--- src/rtl/z80_bus_data_resolver_pkg.sv ---
// Shared types for the Z80 CPU-side data-bus resolver: cycle decode, wait-FSM
// states and the default value returned on an idle or released bus.
package z80_bus_data_resolver_pkg;

  localparam logic [7:0] IDLE_VAL_DEFAULT = 8'hFF;

  typedef enum logic [1:0] {
    CYC_IDLE  = 2'd0,
    CYC_READ  = 2'd1,
    CYC_WRITE = 2'd2,
    CYC_INTA  = 2'd3
  } cyc_t;

  typedef enum logic [1:0] {
    WS_IDLE = 2'd0,
    WS_WAIT = 2'd1,
    WS_HOLD = 2'd2
  } wstate_t;

  // Interrupt acknowledge outranks any strobe that happens to be low with it.
  function automatic cyc_t decode_cycle(input logic m1_n, input logic mreq_n,
                                        input logic iorq_n, input logic rd_n,
                                        input logic wr_n);
    if (!m1_n && !iorq_n)               return CYC_INTA;
    if ((!mreq_n || !iorq_n) && !rd_n)  return CYC_READ;
    if ((!mreq_n || !iorq_n) && !wr_n)  return CYC_WRITE;
    return CYC_IDLE;
  endfunction

endpackage

--- src/rtl/z80_prio_select.sv ---
// Fixed-priority request encoder: lowest asserted index wins; also flags
// whether any request is present and whether two or more collide.
module z80_prio_select #(
  parameter int NCHAN = 4,
  parameter int IDXW  = (NCHAN > 1) ? $clog2(NCHAN) : 1
) (
  input  logic [NCHAN-1:0] req_i,
  output logic [IDXW-1:0]  idx_o,
  output logic             valid_o,
  output logic             multi_o
);

  always_comb begin
    // NOTE: every output gets a default before the loop so no path through
    // the block leaves it unassigned, which would infer a latch.
    idx_o = '0;
    // Walk downwards so the lowest asserted index is the last one written.
    for (int i = NCHAN - 1; i >= 0; i--) begin
      if (req_i[i]) idx_o = IDXW'(i);
    end
  end

  assign valid_o = |req_i;
  // Clearing the lowest set bit leaves something only if two or more were set.
  assign multi_o = (req_i & (req_i - NCHAN'(1))) != '0;

endmodule

--- src/rtl/z80_bus_data_resolver.sv ---
// CPU data-input resolver: priority merge of NCHAN read sources, IM2 vector,
// floating-bus emulation, collision flag and per-channel wait-state insertion.
module z80_bus_data_resolver
  import z80_bus_data_resolver_pkg::*;
#(
  parameter int         NCHAN     = 4,
  parameter int         WAITW     = 3,
  parameter bit         FLOAT_BUS = 1'b1,
  parameter logic [7:0] IDLE_VAL  = IDLE_VAL_DEFAULT
) (
  input  logic                   clk,
  input  logic                   reset_n,
  input  logic                   clk_enable,
  input  logic                   m1_n,
  input  logic                   mreq_n,
  input  logic                   iorq_n,
  input  logic                   rd_n,
  input  logic                   wr_n,
  input  logic                   busak_n,
  input  logic [7:0]             cpu_dout,
  input  logic [8*NCHAN-1:0]     src_data,
  input  logic [NCHAN-1:0]       src_oe,
  input  logic [WAITW*NCHAN-1:0] src_wait,
  input  logic [7:0]             int_vector,
  input  logic                   coll_clr,
  output logic [7:0]             cpu_di,
  output logic                   wait_n,
  output logic [7:0]             last_val,
  output logic                   collision
);

  localparam int IDXW = (NCHAN > 1) ? $clog2(NCHAN) : 1;

  logic             rd_cyc, wr_cyc, inta, act, strobe_off;
  cyc_t             cyc;
  logic [IDXW-1:0]  sel_idx, wait_idx;
  logic             sel_valid, sel_multi;
  logic [7:0]       ch_data;
  logic [WAITW-1:0] start_wait;

  logic [7:0]       cpu_di_q, cpu_di_d;
  logic [7:0]       last_val_q, last_val_d;
  logic             coll_q, coll_d;

  wstate_t          state_q, state_d;
  logic [WAITW-1:0] cnt_q, cnt_d;
  logic             prev_act_q, prev_act_d;
  logic             start_tick;

  assign rd_cyc     = (!mreq_n || !iorq_n) && !rd_n;
  assign wr_cyc     = (!mreq_n || !iorq_n) && !wr_n;
  assign inta       = !m1_n && !iorq_n;
  assign act        = rd_cyc || wr_cyc;
  assign strobe_off = rd_n && wr_n;
  assign cyc        = decode_cycle(m1_n, mreq_n, iorq_n, rd_n, wr_n);

  z80_prio_select #(
    .NCHAN (NCHAN),
    .IDXW  (IDXW)
  ) u_prio (
    .req_i   (src_oe),
    .idx_o   (sel_idx),
    .valid_o (sel_valid),
    .multi_o (sel_multi)
  );

  // Writes and unclaimed reads take their wait count from channel 0.
  assign wait_idx = (rd_cyc && sel_valid) ? sel_idx : '0;

  always_comb begin
    ch_data    = '0;
    start_wait = '0;
    for (int i = 0; i < NCHAN; i++) begin
      if (sel_idx == IDXW'(i))  ch_data    = src_data[8*i +: 8];
      if (wait_idx == IDXW'(i)) start_wait = src_wait[WAITW*i +: WAITW];
    end
  end

  always_comb begin
    cpu_di_d = IDLE_VAL;
    if (cyc == CYC_INTA)       cpu_di_d = int_vector;
    else if (!busak_n)         cpu_di_d = IDLE_VAL;
    else if (cyc == CYC_READ)  cpu_di_d = sel_valid ? ch_data
                                        : (FLOAT_BUS ? last_val_q : IDLE_VAL);
  end

  always_comb begin
    last_val_d = last_val_q;
    if (!inta && busak_n) begin
      if (wr_cyc)                     last_val_d = cpu_dout;
      else if (rd_cyc && sel_valid)   last_val_d = ch_data;
    end
  end

  // A set in the same cycle as a clear wins.
  assign coll_d = (rd_cyc && sel_multi) || (coll_q && !coll_clr);

  // NOTE: reset is asynchronous (listed in the sensitivity list) and every
  // register here is given an explicit reset value.
  always_ff @(posedge clk or negedge reset_n) begin
    if (!reset_n) begin
      cpu_di_q   <= IDLE_VAL;
      last_val_q <= IDLE_VAL;
      coll_q     <= 1'b0;
    end else begin
      // NOTE: non-blocking assignments so every register samples the values
      // from before this edge, independent of statement order.
      cpu_di_q   <= cpu_di_d;
      last_val_q <= last_val_d;
      coll_q     <= coll_d;
    end
  end

  // Wait FSM: state register.
  always_ff @(posedge clk or negedge reset_n) begin
    if (!reset_n) begin
      state_q    <= WS_IDLE;
      cnt_q      <= '0;
      prev_act_q <= 1'b0;
    end else begin
      state_q    <= state_d;
      cnt_q      <= cnt_d;
      prev_act_q <= prev_act_d;
    end
  end

  // A start is a tick seeing a strobe that the previous tick did not see.
  assign start_tick = clk_enable && act && !prev_act_q && !inta && busak_n;

  // Wait FSM: next state.
  always_comb begin
    state_d    = state_q;
    cnt_d      = cnt_q;
    prev_act_d = clk_enable ? act : prev_act_q;
    unique case (state_q)
      WS_IDLE, WS_HOLD: begin
        if (start_tick) begin
          cnt_d   = start_wait;
          state_d = (start_wait != '0) ? WS_WAIT : WS_HOLD;
        end else if (state_q == WS_HOLD && strobe_off) begin
          state_d = WS_IDLE;
        end
      end
      WS_WAIT: begin
        if (strobe_off) begin
          state_d = WS_IDLE;
          cnt_d   = '0;
        end else if (clk_enable) begin
          if (cnt_q <= WAITW'(1)) state_d = WS_HOLD;
          if (cnt_q != '0)        cnt_d   = cnt_q - WAITW'(1);
        end
      end
      default: state_d = WS_IDLE;
    endcase
  end

  // Wait FSM: outputs. Gated by the strobe so an aborted cycle releases at once.
  always_comb begin
    wait_n = !(state_q == WS_WAIT && !strobe_off);
  end

  assign cpu_di    = cpu_di_q;
  assign last_val  = last_val_q;
  assign collision = coll_q;

endmodule

--- config.mk ---
export PLATFORM = sky130hd
export DESIGN_NAME = z80_bus_data_resolver
export DESIGN_NICKNAME = d
export VERILOG_FILES = /design/src/rtl/z80_bus_data_resolver_pkg.sv /design/src/rtl/z80_prio_select.sv /design/src/rtl/z80_bus_data_resolver.sv
export SDC_FILE = /design/constraint.sdc
export NUM_CORES = 1
export LEC_CHECK = 0
export CAP_MARGIN = 20
export CORE_AREA = 2 2 73 75
export CTS_CLUSTER_DIAMETER = 100
export CTS_CLUSTER_SIZE = 14
export DETAILED_ROUTE_END_ITERATION = 10
export DIE_AREA = 0 0 75 77
export GPL_TIMING_DRIVEN = 0
export PLACE_DENSITY_LB_ADDON = 0.3
export SLEW_MARGIN = 15
export SYNTH_ARGS = -nofsm -noshare
export SYNTH_HDL_FRONTEND = slang
export SYNTH_SLANG_ARGS = --single-unit
--- constraint.sdc ---
create_clock -name clk -period 1.4 [get_ports clk]
set_input_delay 0.21 -clock clk [delete_from_list [all_inputs] [get_ports clk]]
set_output_delay 0.21 -clock clk [all_outputs]
set_load 0.02 [all_outputs]
Word-level counts from Yosys, hierarchy flattened
Cells that the tools add are included.
- $add $sub $neg: 2
- $lt $le $gt $ge: 1
- eq/ne operators: 15
- mux-type cells: 43
- bitwise logic cells: 1
- reductions and logical operators: 40
- operator list (operator ; number):
    $mux W8 ; 10
    $mux W2 ; 17
    $mux W3 ; 8
    $logic_and A1 B1 Y1 ; 14
    $eq A2 B2 Y1 const B ; 6
    $ne A3 B3 Y1 const B ; 4
    $logic_not A1 Y1 ; 10
    $eq A2 B1 Y1 const B ; 4
    $logic_not A2 Y1 ; 3
    $mux W1 ; 6
    $pmux W3 S2 ; 1
    $reduce_bool A3 Y1 ; 2
    $and A4 B4 Y4 ; 1
    $pmux W2 S2 ; 1
    $reduce_and A4 Y1 ; 1
    $reduce_bool A2 Y1 ; 2
    $reduce_bool A4 Y1 ; 1
    $reduce_or A4 Y1 ; 1
    $sub A4 B1 Y4 const B ; 1
    $le A3 B1 Y1 const B ; 1
    $logic_or A1 B1 Y1 ; 3
    $reduce_and A3 Y1 ; 1
    $sub A3 B1 Y3 const B ; 1
    $ne A2 B2 Y1 const B ; 1
    other kinds (2) ; 2
- bits in registers: 23
- input bits: 74
- output and inout bits: 18
- logic and storage cells: 108

Logic depth before layout (Yosys ltp)
Gate-level depths: netlist of the first run.
- depth after elaboration: 14
- gate-level depth with buffers: 7
- gate-level depth less buffers: 7

By module
From an unflattened synthesis of the first run, not the netlist that was laid out.
- cell total of the unflattened synthesis: 172
- area, all modules: 1629.1 µm²
- modules (own cells, without submodules) (module ; instances ; cells an instance ; area an instance (µm²) ; sequential area each (µm²)):
    z80_bus_data_resolver ; 1 ; 162 ; 1581.5 ; 595.6
    z80_prio_select ; 1 ; 10 ; 47.5 ; 0.0

Worst setup path before layout of the first run
Ideal clock, no wire load.
- path kind: input to register
- from: input port src_oe[1]
- to: register cnt_q[2]
- library setup time: 121 ps
- arrival time: 1550 ps
- required time: 1279 ps
- slack: -271 ps
- stages on the path: 7
- buffers on the path: 2
- cell sequence: buf_6 or4b_1 buf_2 nor3_2 a211oi_1 a21o_1 a22o_1
- word-level cells in the longest chain between the ends: 10
- elaborated cells between the ends (all ways): 15
- classes of those cells: 3 x eq/ne; 9 x mux; 3 x reduce/logical
- RTL lines (element ; line ; source):
    start: declaration ; z80_bus_data_resolver.sv:22 ; input logic [NCHAN-1:0] src_oe,
    $mux W2 or $reduce_or A4 Y1 (tied branches) ; z80_prio_select.sv:19, z80_prio_select.sv:23 ;
    $mux W2 or $logic_and A1 B1 Y1 (tied branches) ; z80_prio_select.sv:19, z80_bus_data_resolver.sv:68 ;
    $mux W2 (*) ; z80_bus_data_resolver.sv:68 ; assign wait_idx = (rd_cyc && sel_valid) ? sel_idx : '0;
    $logic_not A2 Y1 ; z80_bus_data_resolver.sv:75 ; if (wait_idx == IDXW'(i)) start_wait = src_wait[WAITW*i +: WAITW];
    $mux W3 (3 in a row) ; z80_bus_data_resolver.sv:75 ;
    $mux W3 (*) ; z80_bus_data_resolver.sv:75 ;
    $mux W3 (*) ; z80_bus_data_resolver.sv:137 ; if (start_tick) begin
    $pmux W3 S2 (*) ; z80_bus_data_resolver.sv:135 ; unique case (state_q)
    end signal: assignment ; z80_bus_data_resolver.sv:122 ; cnt_q <= cnt_d;
    end: declaration ; z80_bus_data_resolver.sv:46 ; logic [WAITW-1:0] cnt_q, cnt_d;
Mark *: on every way between the ends. The rest lies on a longest branch, timed or not. The select of a mux whose other input is x is not followed.
A chain may end at the register's enable or synchronous reset.

Final worst setup path of the first run
- from: input port src_oe[3]
- to: register state_q[1]
- word-level cells in the longest chain between the ends: 14
- elaborated cells between the ends (all ways): 19
- classes of those cells: 3 x eq/ne; 12 x mux; 4 x reduce/logical
- RTL lines (element ; line ; source):
    $mux W2 (4 in a row) ; z80_prio_select.sv:19 ; if (req_i[i]) idx_o = IDXW'(i);
    $mux W2 (*) ; z80_bus_data_resolver.sv:68 ;
    $logic_not A2 Y1 ; z80_bus_data_resolver.sv:75 ;
    $mux W3 (3 in a row) ; z80_bus_data_resolver.sv:75 ;
    $mux W3 (*) ; z80_bus_data_resolver.sv:75 ;
    $reduce_bool A3 Y1 (*) ; z80_bus_data_resolver.sv:139 ; state_d = (start_wait != '0) ? WS_WAIT : WS_HOLD;
    $mux W2 (*) ; z80_bus_data_resolver.sv:139 ;
    $mux W2 (*) ; z80_bus_data_resolver.sv:137 ;
    $pmux W2 S2 (*) ; z80_bus_data_resolver.sv:135 ;
    end signal: assignment ; z80_bus_data_resolver.sv:121 ; state_q <= state_d;
    end: declaration ; z80_bus_data_resolver.sv:45 ; wstate_t state_q, state_d;
Mark *: on every way between the ends. The rest lies on a longest branch, timed or not.

==> results of run 1 <==
-- critical path: cells and delay by family --
kind | cells | cell delay [ns]
AO/OA/AOI/OAI | 4 | 1.02
buffers and inverters | 2 | 0.33
AND/OR/NAND/NOR | 1 | 0.13
-- routing by layer --
| metal | vias to the layer above | track usage (%) | routed length, um |
|---|---|---|---|
| met5 | - | 0 | 0 |
| met4 | 0 | 10.0 | 215 |
| met3 | 21 | 4.47 | 514 |
| met2 | 83 | 36.2 | 3250 |
| met1 | 995 | 27.4 | 2640 |
| li1 | 1000 | - | - |
-- layout by cell type, fill, tap and decap left out, drive strengths merged, types with 2 or more instances in the layout --
| master | instances |
|---|---|
| clkdlybuf4s50 | 59 |
| buf | 37 |
| a21oi | 25 |
| nor2 | 22 |
| dfstp | 16 |
| nand2 | 14 |
| dlygate4sd2 | 13 |
| nand2b | 11 |
| clkbuf | 8 |
| a211o | 7 |
| or3 | 7 |
| o21a | 7 |
| dfrtp | 7 |
| inv | 7 |
| dlymetal6s2s | 6 |
| a32oi | 6 |
| o311ai | 6 |
| clkdlybuf4s15 | 5 |
| o21ai | 5 |
| nor2b | 4 |
| a211oi | 4 |
| nor3 | 4 |
| a22oi | 3 |
| o32ai | 3 |
| o22ai | 3 |
| ha | 3 |
| clkinv | 2 |
| a222oi | 2 |
| o31a | 2 |
| or4 | 2 |
| a21o | 2 |
| mux2 | 2 |
| a31oi | 2 |
-- kinds of logic after synthesis --
kind of cell / count (synthesis) / share of synthesized area [%]
and+or+nand+nor: 70 / 21.3
adders and majority gates: 3 / 2.20
buffers and inverters: 20 / 5.13
DFF: 23 / 34.9
muxes: 2 / 1.32
AOI/OAI and AO/OA: 83 / 35.2
-- layout make-up --
class	count	area share, %
clock inverter	1	0.158
sequential	23	18.8
inverter	8	0.989
clock buffer	3	1.30
multi-input combinational	158	38.5
buffer	9	2.25
tap	70	2.77
timing repair buffer	117	35.2
-- flip-flops by register name, summed over array words and instances, names as in the netlist --
register / count
last_val: 8
cpu_di: 8
collision: 1
cnt_q: 3
prev_act_q: 1
state_q: 2
-- power groups by stage --
stage,Clock [W],Sequential [W],Combinational (W)
finish,0.000435,0.000943,0.00138
global route,0.000467,0.000965,0.00149
CTS,0.000446,0.000938,0.00120
detailed placement,0,0.000955,0.00102
global placement,0,0.000947,0.00100
floorplan,0,0.00103,0.000437
-- stage by stage --
stage | hold WS [ns] | instance area, sq um
after floorplan | -0.0856 | 1720
after global placement | 0.514 | 2710
after detailed placement | 0.522 | 2710
after CTS | 0.324 | 2980
after global routing | 0.358 | 3160
final | 0.348 | 3160
-- timing repair --
item / in CTS / in global routing
hold buffers: 0 / 1
buffers inserted: 14 / 12
setup endpoints to repair: 40 / 25
resized for setup: 97 / 39
pin swaps: 15 / 17
hold endpoints to repair: 0 / 7
-- path summary, 6_finish.rpt --
path,from,end
setup / recovery,src_oe[3],state_q[1]$_DFFE_PN0P_
hold / removal,clk_enable,prev_act_q$_DFFE_PN0P_
setup reg to reg,cnt_q[1]$_DFFE_PN0P_,cnt_q[1]$_DFFE_PN0P_
hold reg to reg,collision$_DFF_PN0_,collision$_DFF_PN0_
max in group asynchronous,reset_n,cpu_di[3]$_DFF_PN1_
min in group asynchronous,reset_n,cnt_q[2]$_DFFE_PN0P_
==> qor.yml, run 1 <==
drt-pass1-iter-count: 4
route.vias.total: 2099
syn-num-nets: 278
clkPwrFrac_pct: 15.7
rr_worst_depth: 8
internal_power_w: 0.00179
synth_area_sq_um: 1710
post-place-cells: 361
grt-ovfl-total: 0
grt_start_max_net_pins: 24
critical_path_peak_fanout: 10
synth_area_leaders: "sky130_fd_sc_hd__dfstp_2 (25%), sky130_fd_sc_hd__dfrtp_1 (10%), sky130_fd_sc_hd__a21oi_1 (7.3%)"
yosys.area.top_type_share_pct: 24.6
nFillCells: 418
inserted_diodes: 0
initial_core_util_pct: 34.3
reported_max_cap_violation_count: 0
violations_in_the_final_reports: "negative setup slack"
final-instance-count-excl-fill: 389
part_of_the_total_power_dissipated_in_sequential_elements_pct: 34.2
final_core_utilization_pct: 63.6
hold_viol: 0
worst_setup_path_start_kind: "primary input"
final.period_utilization_pct: 106
timing.setup.critical_path_class: "in2reg"
synthToLayoutAreaGrowth_pct: 85.4
floorplan.io_pins: 92
cts_num_sinks: 23
placement.io_buffers: 90
cellLeakagePower_nw: 1.31
crit_arrival_ns: 1.70
final-setup-viol-count: 5
cell_with_the_biggest_individual_delay_on_the_critical_path: "sky130_fd_sc_hd__a211o_1"
slowest_delay_ns: 0.32
final.setup.tns_ns: -0.258
die_height_um: 77
drv_slew: 0
postRouteAntennaNets: 0
multi_input_area_sq_um: 1220
worstHoldPathCells: 2
net-switching-power_w: 0.000975
hold_class: "in2reg"
design.die.area_sq_um: 5780
grt_first_pass_wirelength_um: 9930
cts.reportedPaths.clkPinSlew_ns: 0.09
synth.yosys.warnings: 0
timing.reg2reg.setup_slack_ns: -0.06
finalNetCount: 397
total_detailed_routing_wirelength_um: 6620
ff_latch_area_sq_um: 596
power_switching_share_pct: 35.3
drcViolationCount: 0
detailed_route_vias_per_instance: 5.40
synth_edf_count: 0
cts.root.buffer_cell: "sky130_fd_sc_hd__clkbuf_8"
ys_async_sr_fraction_pct: 100
synth-seq-area-share_pct: 34.9
postSynthCellCount: 201
worstPathCellList: "buf_4 > nor2b_1 > clkbuf_2 > o211a_1 > a211o_1 > a211oi_2 > a31o_1"
yosys.cell_count.top_type: "sky130_fd_sc_hd__a21oi_1"
postSynth.topFlopCell: "sky130_fd_sc_hd__dfstp_2"
clk-insertion-delay-late_ns: 0.27
drt_first_iter_violations: 77
cts-root-to-sink-buffers: 2
worst-slew-pin-transition_ns: 0.534
yosys.area.top_type: "sky130_fd_sc_hd__dfstp_2"
ys_ff_latch: 23
gp_congestion: 0.885
rows: 26
worst_slew_margin_rel_pct: 64.4
avgRoutedWirePerCell_um: 17.0
worstPathRequired_ns: 1.62
layout_min_cycle_time_ns: 1.48
grt_antenna_before_repair: 0
power.density_cell_area_nw_per_um2: 873
synthDistinctLibCells: 45
end_kind: "register"
peak_ir_drop_on_the_vdd_network_v: 0.000758
cts_tree: "built"
tritoncts.num_buffers: 3
die_w_um: 75
setup_ws_ns: -0.0775
cts_htree_levels: 1
grt_setup_unrepaired: "yes"
p_comb_share_pct: 50.1
grt_pass1_vias: 2051
outcome: "finished, violations left"
timing.fmax_mhz: 677
placement.setup.worst_slack_ns: -1.02
grt_use_total_pct: 22.2
core_area_sq_um: 4980
report.power.total_w: 0.00276
timing.clock.skew_ns: 0.00283
synth.top_cells.by_count: "sky130_fd_sc_hd__a21oi_1 (25), sky130_fd_sc_hd__nor2_1 (22), sky130_fd_sc_hd__dfstp_2 (16)"
synth_area_per_cell_sq_um: 8.49
dp.final_hpwl_um: 4500
layout-drive-gt1-share_pct: 30.4
No activity file was read; power rests on OpenSTA's default activity.
==> run 2, diff against run 1 <==
- DONT_BUFFER_PORTS: unset -> 1
==> run 2 against run 1 <==
  * The flow still finishes with violations (negative setup slack)
  * Clock skew is 0.00056 ns lower
  * Combinational power is 42% lower
  * Global-route usage is 3.9 points lower
  * Utilization is 22 points lower
  * Setup slack better by 0.043 ns
  * First-iteration DRC count is 3.9% lower
  * Non-clock buffer count is 107 lower
  * Worst hold slack worse by 0.31 ns
  * Clock power is 3% lower
  * Via count is 21% lower
  * Register-to-register slack better by 0.08 ns
  * Largest power group is now registers
==> qor.yml, run 2 (synthesized netlist as in run 1, its figures left out) <==
cts_htree_levels: 1
avgRoutedWirePerCell_um: 19.1
clk-insertion-delay-late_ns: 0.26
drt-pass1-iter-count: 5
timing.fmax_mhz: 697
worstPathCellList: "a21o_1 > or4_1 > a211o_1 > a211oi_2 > o22ai_1"
total_detailed_routing_wirelength_um: 5380
detailed_route_vias_per_instance: 5.89
core_area_sq_um: 4980
placement.io_buffers: 0
cell_with_the_biggest_individual_delay_on_the_critical_path: "sky130_fd_sc_hd__or4_1"
grt_first_pass_wirelength_um: 8120
violations_in_the_final_reports: "negative setup slack"
cts_tree: "built"
hold_class: "in2reg"
timing.setup.critical_path_class: "in2reg"
gp_congestion: 0.863
drt_first_iter_violations: 74
net-switching-power_w: 0.000826
cts.reportedPaths.clkPinSlew_ns: 0.09
dp.final_hpwl_um: 4110
outcome: "finished, violations left"
internal_power_w: 0.00145
grt_use_total_pct: 18.2
grt_antenna_before_repair: 0
drv_slew: 0
cts-root-to-sink-buffers: 2
route.vias.total: 1661
grt_start_max_net_pins: 24
topRoutingLayerUsed: "met4"
cts_num_sinks: 23
worst_setup_path_start_kind: "primary input"
mostFrequentLayoutCells: "sky130_fd_sc_hd__a21oi_1 (22), sky130_fd_sc_hd__nor2_1 (19), sky130_fd_sc_hd__dfstp_2 (16)"
worst-slew-pin-transition_ns: 0.540
floorplan.io_pins: 92
category_of_cells_accounting_for_the_largest_share_of_critical_path_delay: "compound AO/OA/AOI/OAI gates"
synthToLayoutAreaGrowth_pct: 20.2
worst_slew_margin_rel_pct: 64.0
layout_commonest_cell: "sky130_fd_sc_hd__a21oi_1"
part_of_the_total_power_dissipated_in_sequential_elements_pct: 46.1
p_comb_share_pct: 35.4
die_w_um: 75
hold_path_startpoint: "clk_enable"
end_kind: "register"
layout-drive-gt1-share_pct: 30.7
inserted_diodes: 0
cp.buffers_inverters: 0
final.period_utilization_pct: 102
finalNetCount: 290
final.setup.tns_ns: -0.0342
critical_path_peak_fanout: 5
crit_arrival_ns: 1.57
postRouteAntennaNets: 0
initial_core_util_pct: 34.3
design.die.area_sq_um: 5780
die_height_um: 77
power_switching_share_pct: 36.3
worstPathRequired_ns: 1.53
detailroute.wirelength.met3_um: 470
slowest_delay_ns: 0.43
cellLeakagePower_nw: 0.773
tritoncts.num_buffers: 3
route.layer.met1.wl_um: 2170
grt_setup_unrepaired: "yes"
crit_start: "mreq_n"
reported_max_cap_violation_count: 0
peak_ir_drop_on_the_vdd_network_v: 0.000445
layout_min_cycle_time_ns: 1.43
route.met2.wl_um: 2690
final_core_utilization_pct: 41.2
timing.clock.skew_ns: 0.00227
grt-ovfl-total: 0
drcViolationCount: 0
grt_pass1_vias: 1638
final-setup-viol-count: 1
setup_ws_ns: -0.0342
rr_startpoint: "cnt_q[0]$_DFFE_PN0P_"
hold_viol: 0
cts.root.buffer_cell: "sky130_fd_sc_hd__clkbuf_8"
clkPwrFrac_pct: 18.5
power.density_cell_area_nw_per_um2: 1110
rows: 26
[run 2: per-stage QoR]
step	power, W	std cells	hold WS (ns)	area [sq um]	worst slack [ns]
after detailed placement	0.00160	271	-0.0839	1810	-0.463
after floorplan	0.00146	201	-0.0856	1720	-0.223
after global placement	0.00159	271	-0.0842	1810	-0.561
after CTS	0.00213	280	0.0345	1950	-0.00713
after global routing	0.00243	282	0.0387	2050	-0.0563
final	0.00228	282	0.0414	2050	-0.0342
[run 2: layout make-up]
cell class | instances | area (sq um)
clock inverters | 1 | 5.00
flip-flops and latches | 23 | 597
fillers | 521 | 2930
multi-input cells | 158 | 1140
clock buffers | 3 | 41.3
inverters | 8 | 31.3
plain buffers | 11 | 73.8
repair buffers | 8 | 76.3
well taps | 70 | 87.6
[run 2: power by group through the flow]
stage	clock network, W	logic [W]	registers, W
floorplan	0	0.000437	0.00103
global placement	0	0.000533	0.00106
detailed placement	0	0.000537	0.00106
CTS	0.000443	0.000642	0.00104
global route	0.000476	0.000889	0.00107
finish	0.000421	0.000806	0.00105
[run 2: worst paths after layout]
path,end,slack (ns),depth (start not counted)
min in group asynchronous,cnt_q[1]$_DFFE_PN0P_,0.50,2
hold reg to reg,prev_act_q$_DFFE_PN0P_,0.55,2
max in group asynchronous,state_q[0]$_DFFE_PN0P_,0.51,2
setup reg to reg,cnt_q[0]$_DFFE_PN0P_,0.02,8
setup / recovery,state_q[0]$_DFFE_PN0P_,-0.03,5
hold / removal,prev_act_q$_DFFE_PN0P_,0.04,1
[run 2: worst reg2reg max path: stages (launching register included)]
cell and delay (ns):
sky130_fd_sc_hd__dfrtp_1 0.42, sky130_fd_sc_hd__inv_2 0.09, sky130_fd_sc_hd__ha_4 0.14, sky130_fd_sc_hd__nand2b_4 0.06
sky130_fd_sc_hd__a221oi_4 0.25, sky130_fd_sc_hd__a21oi_2 0.07, sky130_fd_sc_hd__buf_6 0.14, sky130_fd_sc_hd__nor2_4 0.06
sky130_fd_sc_hd__a21oi_1 0.04
[run 2: per-layer routing]
| layer | GRT usage (%) | vias up |
|---|---|---|
| met5 | 0 | - |
| met4 | 3.75 | 0 |
| met3 | 4.60 | 8 |
| met2 | 31.1 | 74 |
| met1 | 22.8 | 795 |
| li1 | - | 784 |
[run 2: what timing repair did]
action / CTS / global route
gates resized for setup: 16 / 26
pin swaps: 3 / 9
hold buffers: 1 / 1
endpoints found under the setup margin: 21 / 20
endpoints found under the hold margin: 23 / 7
buffers inserted: 4 / 2
